<file path="config.mk">
export PLATFORM = sky130hd
export DESIGN_NAME = load_store_unit
export DESIGN_NICKNAME = d
export VERILOG_FILES = /design/src/rtl/lsu_pkg.sv /design/src/rtl/lane_align.sv /design/src/rtl/load_store_unit.sv
export SDC_FILE = /design/constraint.sdc
export NUM_CORES = 1
export LEC_CHECK = 0
export BUFFER_PORTS_ARGS = -buffer_cell sky130_fd_sc_hd__clkbuf_2
export CORE_ASPECT_RATIO = 1.25
export CORE_MARGIN = 2
export CORE_UTILIZATION = 35
export CTS_CLUSTER_DIAMETER = 30
export DETAILED_ROUTE_END_ITERATION = 10
export SLEW_MARGIN = 10
export SYNTH_ARGS = -nofsm -noshare
export SYNTH_HDL_FRONTEND = slang
export SYNTH_SLANG_ARGS = --single-unit
</file>
<file path="constraint.sdc">
create_clock -name clock -period 2.61 [get_ports clock]
set_input_delay 0.522 -clock clock [delete_from_list [all_inputs] [get_ports clock]]
set_output_delay 0.522 -clock clock [all_outputs]
set_load 0.02 [all_outputs]
</file>
<file path="src/rtl/lsu_pkg.sv">
// Shared encodings and helpers for the load/store unit.
package lsu_pkg;

  typedef enum logic [2:0] {
    OP_LB  = 3'd0,
    OP_LBU = 3'd1,
    OP_LH  = 3'd2,
    OP_LHU = 3'd3,
    OP_LW  = 3'd4,
    OP_SB  = 3'd5,
    OP_SH  = 3'd6,
    OP_SW  = 3'd7
  } op_t;

  typedef enum logic [1:0] {
    IDLE  = 2'd0,
    READ  = 2'd1,
    WRITE = 2'd2
  } state_t;

  localparam logic [1:0] SIZE_BYTE = 2'd0;
  localparam logic [1:0] SIZE_HALF = 2'd1;
  localparam logic [1:0] SIZE_WORD = 2'd2;

  function automatic logic is_store(input op_t op);
    return (op == OP_SB) || (op == OP_SH) || (op == OP_SW);
  endfunction

  function automatic logic [1:0] access_size(input op_t op);
    case (op)
      OP_LB, OP_LBU, OP_SB: return SIZE_BYTE;
      OP_LH, OP_LHU, OP_SH: return SIZE_HALF;
      default:              return SIZE_WORD;
    endcase
  endfunction

endpackage

</file>
<file path="src/rtl/lane_align.sv">
// Big-endian lane handling: extract/extend for loads, lane merge for sub-word stores.
module lane_align
  import lsu_pkg::*;
(
  input  op_t         op,
  input  logic [1:0]  offset,
  input  logic [31:0] readWord,
  input  logic [15:0] storeLow,
  output logic [31:0] loadValue,
  output logic [31:0] mergedWord
);

  logic [7:0]  byteLane;
  logic [15:0] halfLane;

  // Pick the addressed lane, extend it for loads and splice the store lane into the read word
  always_comb begin
    byteLane   = 8'h00;
    halfLane   = 16'h0000;
    loadValue  = readWord;
    mergedWord = readWord;

    case (offset)
      2'd0:    byteLane = readWord[31:24];
      2'd1:    byteLane = readWord[23:16];
      2'd2:    byteLane = readWord[15:8];
      default: byteLane = readWord[7:0];
    endcase
    halfLane = offset[1] ? readWord[15:0] : readWord[31:16];

    case (op)
      OP_LB:   loadValue = {{24{byteLane[7]}}, byteLane};
      OP_LBU:  loadValue = {24'h000000, byteLane};
      OP_LH:   loadValue = {{16{halfLane[15]}}, halfLane};
      OP_LHU:  loadValue = {16'h0000, halfLane};
      default: loadValue = readWord;
    endcase

    case (op)
      OP_SB: begin
        case (offset)
          2'd0:    mergedWord[31:24] = storeLow[7:0];
          2'd1:    mergedWord[23:16] = storeLow[7:0];
          2'd2:    mergedWord[15:8]  = storeLow[7:0];
          default: mergedWord[7:0]   = storeLow[7:0];
        endcase
      end
      OP_SH: begin
        if (offset[1]) mergedWord[15:0] = storeLow;
        else           mergedWord[31:16] = storeLow;
      end
      default: mergedWord = readWord;
    endcase
  end

endmodule

</file>
<file path="src/rtl/load_store_unit.sv">
// Load/store initiator: validates a request, then runs READ and/or WRITE against word memory.
module load_store_unit
  import lsu_pkg::*;
#(
  parameter int DMSize = 1024
) (
  input  logic        clock,
  input  logic        reset_n,
  input  logic        Start,
  input  logic [2:0]  Op,
  input  logic [31:0] Addr,
  input  logic [31:0] StoreData,
  output logic        Busy,
  output logic        Done,
  output logic        Error,
  output logic [31:0] LoadData,
  output logic        MemoryRead,
  output logic        MemoryWrite,
  output logic [31:0] Address,
  output logic [31:0] MemWriteData,
  input  logic [31:0] MemReadData
);

  localparam logic [31:0] LastWord = 32'(DMSize - 4);

  state_t      state, nextState;
  logic        errPending, nextErrPending;
  logic        accept;
  logic        reqError;
  op_t         reqOp;
  op_t         opReg;
  logic [1:0]  offsetReg;
  logic [15:0] storeLow;
  logic [31:0] wordAddr;
  logic [31:0] loadValue;
  logic [31:0] mergedWord;

  assign reqOp    = op_t'(Op);
  assign wordAddr = {Addr[31:2], 2'b00};

  // Reject misaligned requests and any word beyond the end of memory
  always_comb begin
    reqError = 1'b0;
    case (access_size(reqOp))
      SIZE_WORD: reqError = (Addr[1:0] != 2'b00);
      SIZE_HALF: reqError = Addr[0];
      default:   reqError = 1'b0;
    endcase
    if (wordAddr > LastWord) reqError = 1'b1;
  end

  // Next-state decode; a rejected request stays idle and reports one cycle later
  always_comb begin
    nextState      = state;
    nextErrPending = 1'b0;
    accept         = 1'b0;
    case (state)
      IDLE: begin
        if (Start) begin
          if (reqError) begin
            nextErrPending = 1'b1;
          end else begin
            accept    = 1'b1;
            nextState = (reqOp == OP_SW) ? WRITE : READ;
          end
        end
      end
      READ:    nextState = is_store(opReg) ? WRITE : IDLE;
      WRITE:   nextState = IDLE;
      default: nextState = IDLE;
    endcase
  end

  // State register and pending-error flag
  always_ff @(posedge clock) begin
    if (!reset_n) begin
      state      <= IDLE;
      errPending <= 1'b0;
    end else begin
      state      <= nextState;
      errPending <= nextErrPending;
    end
  end

  // Request latches, memory-side registers, load result and completion pulse
  always_ff @(posedge clock) begin
    if (!reset_n) begin
      opReg        <= OP_LB;
      offsetReg    <= 2'b00;
      storeLow     <= 16'h0000;
      Address      <= 32'h0;
      MemWriteData <= 32'h0;
      LoadData     <= 32'h0;
      Done         <= 1'b0;
      Error        <= 1'b0;
    end else begin
      Done  <= errPending || (state == WRITE) || ((state == READ) && !is_store(opReg));
      Error <= errPending;
      if (accept) begin
        opReg     <= reqOp;
        offsetReg <= Addr[1:0];
        storeLow  <= StoreData[15:0];
        Address   <= wordAddr;
        if (reqOp == OP_SW) MemWriteData <= StoreData;
      end
      if (state == READ) begin
        if (is_store(opReg)) MemWriteData <= mergedWord;
        else                 LoadData     <= loadValue;
      end
    end
  end

  assign Busy        = (state != IDLE);
  assign MemoryRead  = (state == READ);
  assign MemoryWrite = (state == WRITE);

  lane_align u_laneAlign (
    .op        (opReg),
    .offset    (offsetReg),
    .readWord  (MemReadData),
    .storeLow  (storeLow),
    .loadValue (loadValue),
    .mergedWord(mergedWord)
  );

endmodule

</file>
# After elaboration in Yosys (flattened, before gate mapping)
# Index checks and enable logic that the tools add are counted.
[totals]
register_bits = 120
in_bits = 102
output_inout_bits = 101
elab_cells = 76
[classes]
n_lt_le_gt_ge = 1
eq_ne = 20
muxes = 26
n_bitwise = 1
n_reduce_logical = 18
[op_table]
columns = ["cell", "n"]
rows = [
  ["$mux 32", 4],
  ["$pmux 32 s4", 1],
  ["$pmux 32 s2", 1],
  ["$mux 16", 3],
  ["$gt 32x10->1 const B", 1],
  ["$mux 8", 4],
  ["$pmux 8 s3", 1],
  ["$eq 3x3->1 const B", 6],
  ["$eq 3x2->1 const B", 4],
  ["$reduce_or 3->1", 3],
  ["$mux 2", 4],
  ["$pmux 2 s2", 2],
  ["$eq 2x1->1 const B", 3],
  ["$eq 2x2->1 const B", 3],
  ["$eq 3x1->1 const B", 2],
  ["$logic_not 3->1", 2],
  ["$mux 1", 5],
  ["$logic_not 2->1", 2],
  ["$logic_or 1x1->1", 4],
  ["$ne 2x2->1 const B", 2],
  ["$reduce_and 2->1", 2],
  ["$reduce_bool 2->1", 2],
  ["$reduce_and 3->1", 1],
  ["$pmux 1 s2", 1],
  ["3 further kinds", 3],
]

# Depth between registers and ports, before layout
# Gate-level depths: netlist of run 1.
[depth]
ltp_word = 12
depth_mapped = 8
depth_no_buf = 5

# Modules after synthesis
# Synthesis of run 1 repeated with hierarchy kept, for this count alone.
[unflattened]
cells_unflattened = 711
area_unflattened_um2 = 6144.6
[modules_own_cells]
columns = ["mod", "n_inst", "cells_per_inst", "area_per_inst_um2", "seq_area_each_um2"]
rows = [
  ["load_store_unit", 1, 501, 4654.5, 2402.3],
  ["lane_align", 1, 210, 1490.2, 0.0],
]

# Worst setup path after synthesis of run 1
# No wires, ideal clock.
[synth_timing]
kind = "input -> register"
from = "in Addr[30]"
to = "reg MemWriteData[30]"
setup_ns = 0.134
arrival_ns = 1.969
path_slack_ns = 0.507
path_stages = 7
path_buffers = 2
cell_sequence = "nor4_1 nand4_1 or4_1 buf_2 buf_6 nor3_2 nor4_1"
[synth_via]
elab_chain_len = 8
[synth_lines]
columns = ["element", "line", "source"]
rows = [
  ["start, declared", "load_store_unit.sv:11", "input logic [31:0] Addr,"],
  ["$gt 32x10->1 *", "load_store_unit.sv:49", "if (wordAddr > LastWord) reqError = 1'b1;"],
  ["$mux 1 *", "load_store_unit.sv:49", ""],
  ["$mux 1 *", "load_store_unit.sv:60", "if (reqError) begin"],
  ["$mux 1 *", "load_store_unit.sv:59", "if (Start) begin"],
  ["$mux 1 *", "load_store_unit.sv:57", "case (state)"],
  ["$mux 32 *", "load_store_unit.sv:99", "if (accept) begin"],
  ["$mux 32", "load_store_unit.sv:107", "if (is_store(opReg)) MemWriteData <= mergedWord;"],
  ["$mux 32 *", "load_store_unit.sv:106", "if (state == READ) begin"],
  ["end signal, assigned", "load_store_unit.sv:104", "if (reqOp == OP_SW) MemWriteData <= StoreData;"],
  ["end signal, assigned", "load_store_unit.sv:107", ""],
  ["end, declared", "load_store_unit.sv:20", "output logic [31:0] MemWriteData,"],
]
# Every way passes the cells marked *; elsewhere a longest branch is shown, timed or not.
# A chain may end at the register's enable or synchronous reset.

# Worst setup path after layout of run 1
[layout_timing]
from = "reg opReg[2]"
to = "reg MemWriteData[2]"
[layout_via]
elab_chain_len = 5
word_cells_on_any_way = 8
[layout_lines]
columns = ["element", "line", "source"]
rows = [
  ["start, declared", "load_store_unit.sv:31", "op_t opReg;"],
  ["start signal, assigned", "load_store_unit.sv:100", "opReg <= reqOp;"],
  ["parallel branches: the longest is 3 deep, another holds $pmux 32 s2", "n/a", ""],
  ["$mux 32 *", "load_store_unit.sv:107", ""],
  ["$mux 32 *", "load_store_unit.sv:106", ""],
]
# Every way passes the cells marked *.

==> results of run 1 <==
where the power goes:
part           total (mW)  switching (mW)  leakage [nW]  internal (mW)
registers            1.83        0.000538         0.967           1.83
logic               0.236           0.142          2.03         0.0941
clock network        2.59           0.894         0.306           1.70
total                4.66            1.04          3.30           3.62
Yosys cell counts, types with 15 or more instances:
library cell    n
nand2_1        64
mux2_2         17
a21oi_1        43
nor3_2         31
nor3_1         54
o21ai_0        70
nand3_1        30
buf_2          15
and3_1         31
nor4_1         21
dfxtp_1       120
clkbuf_1       44
a221oi_1       15
nor2_1         28
state kept, by name (all words and copies together), names as in the netlist, 2 cells and up:
register      count
LoadData         32
MemWriteData     32
Address          30
storeLow         16
opReg             3
offsetReg         2
state             2
routing by layer:
layer  part of all wire [%]  global-route usage (%)  vias to the layer above
li1                       -                       -                     2825
met1                     44                    28.7                     2691
met2                     48                    34.8                      202
met3                    5.5                    4.69                       41
met4                    3.1                    9.70                        0
met5                      0                       0                        -
cell families (layout without fill, tap and decap cells):
logic type | count (synthesis) | in the layout | share of synthesized area [%]
AOI/OAI and AO/OA | 180 | 180 | 20.3
DFF | 120 | 120 | 42.4
muxes | 20 | 20 | 3.91
buffers and inverters | 67 | 256 | 5.30
other | 1 | 2 | 0.0662
xor gates and xnor gates | 2 | 2 | 0.309
and+or+nand+nor | 280 | 280 | 27.7
cell type report:
class	instances	area, um^2	area share [%]
Timing Repair Buffer	222	1230	16.3
Multi-Input combinational cell	484	2980	39.5
Tap cell	216	270	3.58
Clock buffer	17	425	5.64
Inverter	2	7.51	0.0996
Sequential cell	120	2400	31.9
Clock inverter	15	225	2.99
worst max-delay path, stage by stage, from the launching register on:
cell and delay [ns]:
dfxtp_1 0.59, nand2_1 0.23, a21oi_2 0.41, mux2_2 0.39, o21ai_0 0.30, nor3_1 0.10
stage by stage:
| stage | area (um^2) | cells |
|---|---|---|
| global placement | 6890 | 1044 |
| detailed placement | 6890 | 1044 |
| floorplan | 5670 | 671 |
| CTS | 7540 | 1076 |
| finish | 7540 | 1076 |
| global route | 7540 | 1076 |
final timing paths:
| path | start | end | slack [ns] | depth (start not counted) |
|---|---|---|---|---|
| min reg2reg | errPending | Error | 0.45 | 1 |
| max | opReg[2] | MemWriteData[2] | 0.46 | 5 |
| max reg2reg | opReg[2] | MemWriteData[2] | 0.46 | 5 |
| min | Addr[7] | Address[7] | 0.32 | 3 |
==> impl_results.md, run 1 <==
* Seq/Total Area, Yosys at 42.4%
* Synthesized area per cell at roughly 8.5 um^2
* Most frequent cells in the layout: clkbuf_2 (199), dfxtp_1 (120), o21ai_0 (70)
* CP endpoint kind: flip-flop
* Main synth FF type: dfxtp_1
* DRC viols at 0
* Nets at 949
* Buffers on Ports at 200
* Status: finished, final reports clean
* Setup ws final at 0.456 ns
* Initial antenna violation count at 0
* Postcts setup bufs at 0
* Syn. warnings at 0
* Area of the die at ~0.017 mm^2
* Reg clk slew, reported paths at ~0.06 ns
* DIE WIDTH at 118 um
* Post-layout minimum cycle time at ~2.2 ns
* Setup TNS at 0 ns
* Max clock buf depth at 2
* Layout Skew at 0.00973 ns
* Post-cts hold buffer count at 0
* Clock Latency Late Sink at 0.42 ns
* # IOs at 203
* Design Power at 4.66 mW
* Filler Cells Inserted at 1662
* Dpl hpwl at 13.8 mm
* Crit Path Class: reg2reg
* Congestion Overflow GR at 0
* CTS sink cnt at 120
* Clock root buffer: clkbuf_16
* Required time worst endpoint at 2.91 ns
* Core footprint at 0.0160 mm^2
* Dpl ws at approximately 0.2 ns
* Detail Route Antenna Nets at 0
* Die height at 146 um
* Fin crit share at 82.5%
* First-pass iteration count of the detailed router at 7
* Ranking of synthesized cells by area: dfxtp_1 (42%), o21ai_0 (6.2%), nor3_2 (5.5%)
* CTS tree: built
* Worst min-delay path class: in2reg
* H-tree levels at 4
* Via count at 5759
* Top cell type by total area after synthesis: dfxtp_1
* Post_cts resized at 0
* Worst Max-Slew Pin Slew at 0.633 ns
* Initial core utilization at 35.4%
* Synth Register Bits at 120
* Worst vdd rail ir drop at 375 uV
* Max_cap viols at 0
* Share of layout cells above drive strength 1 at a little over a third
* Post-DR wirelength/cell at 17.6 um
* CP max FO at 13
* Post-layout util at 47.1%
* Worst EP arrival at 2.45 ns
* Number of global-route vias before repair at 5313
* FMAX at 0.464 GHz
* Synth top area share at 42.4%
* Total Routing Usage GR at 21.9%
* DRT iter0 DRCs at roughly 480
* Number of synthesized flops with an enable pin at 0
* Worst hold-check slack at 0.320 ns
* Synth async-reset ratio at 0%
* Num rows at 52
* Final Hold Fails at 0
* Largest net degree at the start of global routing at 65
* Max Transition Viols Final at 0
* Final wirelength at about 19 mm
* Cell area power density at 618 mW/mm^2
* P_leak at 3.30 nW
* Crit start category: flip-flop
* Final setup violating endpoints at 0
* Vias/cell at 5.35
* Worst slew margin at between 50% and 60%
* Post-Syn Area at approximately 0.0057 mm^2
* Post-synthesis cell count at 670
* Most common cell after layout, fill and taps aside: clkbuf_2
* Placer congestion estimate at 0.867
* CTS Buf Count at 17
* Number of diodes at 0
* Area grow syn2layout at 33.2%
* First-pass GRT wire length at 29.6 mm
* Synth unique cells at 47
* RSZ-0062 raised after global routing: false
Note: power is estimated with default switching activity, not from simulation.
==> run 2: changes to the inputs <==
==> constraint.sdc (replaced) <==
create_clock -name clock -period 1.85 [get_ports clock]
set_input_delay 0.37 -clock clock [delete_from_list [all_inputs] [get_ports clock]]
set_output_delay 0.37 -clock clock [all_outputs]
set_load 0.02 [all_outputs]
==> run 2 against run 1 <==
Against the previous run:
- die area is the same
- sequential power increased by 42%
- combinational power increased by 54%
- count of clock-buffer cells in the layout increased by 1
- core utilization grew 1.9 points
- fmax grew 21%
- final area grew 4.0%
- global-route usage about the same
- largest power group unchanged
==> impl_results.md, run 2 (synthesized netlist as in run 1, its figures left out) <==
* Final setup violating endpoints at 0 (unchanged)
* Total Routing Usage GR at 21.9% (-0.022 points)
* Worst hold-check slack at 0.172 ns (-0.147 ns)
* FF-to-FF Start: offsetReg[1]
* Vias/cell at 5.36 (about the same)
* CTS tree: built
* Worst path bufs/invs at 1 (+1)
* Most frequent cells in the layout: clkbuf_2 (199), dfxtp_1 (116), o21ai_0 (68)
* Via count at 5957 (+3.4%)
* Post-DR wirelength/cell at 17.2 um (-2.1%)
* Crit-path cells: nand2b_1, a21oi_2, buf_4, mux2_2, o21ai_0, nor3_1
* Reg clk slew, reported paths at 0.05 ns (about the same)
* Kind of cell adding the most delay to the critical path: compound AO/OA/AOI/OAI gates
* Status: finished, final reports clean
* CP endpoint kind: flip-flop
* First-pass GRT wire length at 29.7 mm (+0.17%)
* Worst vdd rail ir drop at 579 uV (+55%)
* Final instance area at 0.00784 mm^2 (+4.0%)
* Dpl hpwl at 14.0 mm (+1.8%)
* H-tree levels at 4 (unchanged)
* Final Hold Fails at 0 (unchanged)
* FMAX at 0.561 GHz (+21%)
* Crit start category: flip-flop
* Placer congestion estimate at 0.904 (+4.3%)
* CTS sink cnt at 120 (unchanged)
* Postcts setup bufs at 0 (unchanged)
* DIE WIDTH at 118 um (unchanged)
* Clock root buffer: clkbuf_16
* Area of the die at 0.0172 mm^2 (unchanged)
* Crit Path Class: reg2reg
* Number of global-route vias before repair at 5420 (+2.0%)
* Worst min-delay path class: in2reg
* Final std cells w/o fill at 1112 (+3.3%)
* Worst EP arrival at 2.08 ns (-0.37 ns)
* Congestion Overflow GR at 0 (unchanged)
* Worst Max-Slew Pin Slew at 0.529 ns (-0.103 ns)
* Fin crit share at 96.4% (+14 points)
* Required time worst endpoint at 2.14 ns (-0.77 ns)
* P_leak at 3.48 nW (+5.4%)
* CTS Buf Count at 17 (unchanged)
* # IOs at 203 (unchanged)
* Largest net degree at the start of global routing at 48 (-26%)
* Hold path start: Addr[6]
* Area post-placement at 0.00717 mm^2 (+4.1%)
* Num rows at 52 (unchanged)
* Initial core utilization at 35.4% (unchanged)
* Buffers on Ports at 200 (unchanged)
* Max stage delay on crit path at 0.37 ns (-0.22 ns)
* CP max FO at 8 (-5)
* Filler Cells Inserted at 1633 (-1.7%)
* Post-layout minimum cycle time at 1.78 ns (-0.370 ns)
* Design Power at 6.08 mW (+30%)
* Cell area power density at 776 mW/mm^2 (+25%)
* DRC viols at 0 (unchanged)
* Die height at 146 um (unchanged)
* Post-cts hold buffer count at 0 (unchanged)
* Core footprint at 0.0160 mm^2 (unchanged)
* Most common cell after layout, fill and taps aside: clkbuf_2
* CP startpoint: offsetReg[1]
* Clock Latency Late Sink at 0.42 ns (about the same)
* Number of diodes at 0 (unchanged)
* Detail Route Antenna Nets at 0 (unchanged)
* Share of layout cells above drive strength 1 at 40.8% (+4.3 points)
* Largest registers: LoadData x32, MemWriteData x32, Address x30
* Max Transition Viols Final at 0 (unchanged)
* Crit-path slowest cell: dfxtp_2
* Max_cap viols at 0 (unchanged)
* DRT iter0 DRCs at 375 (-21%)
* Area grow syn2layout at 38.4%
* Cell total after placement at 1079 (+3.4%)
* Initial antenna violation count at 0 (unchanged)
* RSZ-0062 raised after global routing: false
* Final wirelength at 19.2 mm (+1.1%)
* Max clock buf depth at 2 (unchanged)
* Layout Skew at 0.0101 ns (+0.000413 ns)
* Nets at 985 (+3.8%)
* First-pass iteration count of the detailed router at 5 (-2)
* Worst slew margin at 64.5% (+7.2 points)
==> run 2: cell types whose count changed in the layout (fill, tap and decap cells not counted), sizes merged <==
| cell | previous run | this run |
|---|---|---|
| clkinv | 4 | 9 |
| buf | 23 | 59 |
| clkinvlp | 4 | 2 |
| clkbuf | 216 | 217 |
| bufinv | 5 | 1 |
==> run 2: where the power goes <==
part / switching (mW) / leakage, nW / internal, mW
registers: 0.000848 / 0.969 / 2.59
clock network: 1.24 / 0.276 / 1.89
logic: 0.211 / 2.23 / 0.153
total: 1.46 / 3.48 / 4.62
==> run 2: metrics by stage <==
stage	setup WS, ns	utilization, %	setup TNS [ns]
2_1_floorplan	-0.0737	-	-1.89
3_3_place_gp	-0.349	44.8	-15.49
3_5_place_dp	-0.383	44.8	-16.83
4_1_cts	0.0000742	48.7	0
5_1_grt	0.00691	49.0	0
6_report	0.0660	49.0	0
==> run 2: area by class of cell <==
| type | instances | area, um^2 | area share [%] |
|---|---|---|---|
| clock inverter | 14 | 126 | 1.61 |
| multi-input combinational | 484 | 3050 | 38.9 |
| inverter | 2 | 7.51 | 0.0958 |
| sequential | 120 | 2410 | 30.7 |
| clock buffer | 18 | 439 | 5.60 |
| timing repair buffer | 258 | 1540 | 19.6 |
| tap | 216 | 270 | 3.45 |
==> run 2: final timing paths <==
check | endpoint | slack [ns] | cells past startpoint
min reg2reg | Address[9] | 0.45 | 2
min | Address[6] | 0.17 | 3
max reg2reg | MemWriteData[23] | 0.07 | 6
max | MemWriteData[23] | 0.07 | 6
==> run 2: repair_timing <==
item | CTS | global route
endpoints found under the setup margin | 50 | 36
gates resized for setup | 12 | 14
hold endpoints to repair | 0 | 0
cloned | 1 | 0
pin swaps | 2 | 2
==> run 2: metal layers <==
metal | routed length [um] | share of wire, % | GRT usage (%)
met1 | 8390 | 44 | 28.8
met2 | 9030 | 47 | 35.1
met3 | 1110 | 5.8 | 4.34
met4 | 627 | 3.3 | 9.16
met5 | 0 | 0 | 0
==> run 2: tightest hold or removal path, stage by stage <==
cell      delay [ns]
clkbuf_2        0.08
nand3_1         0.05
o21ai_0         0.06
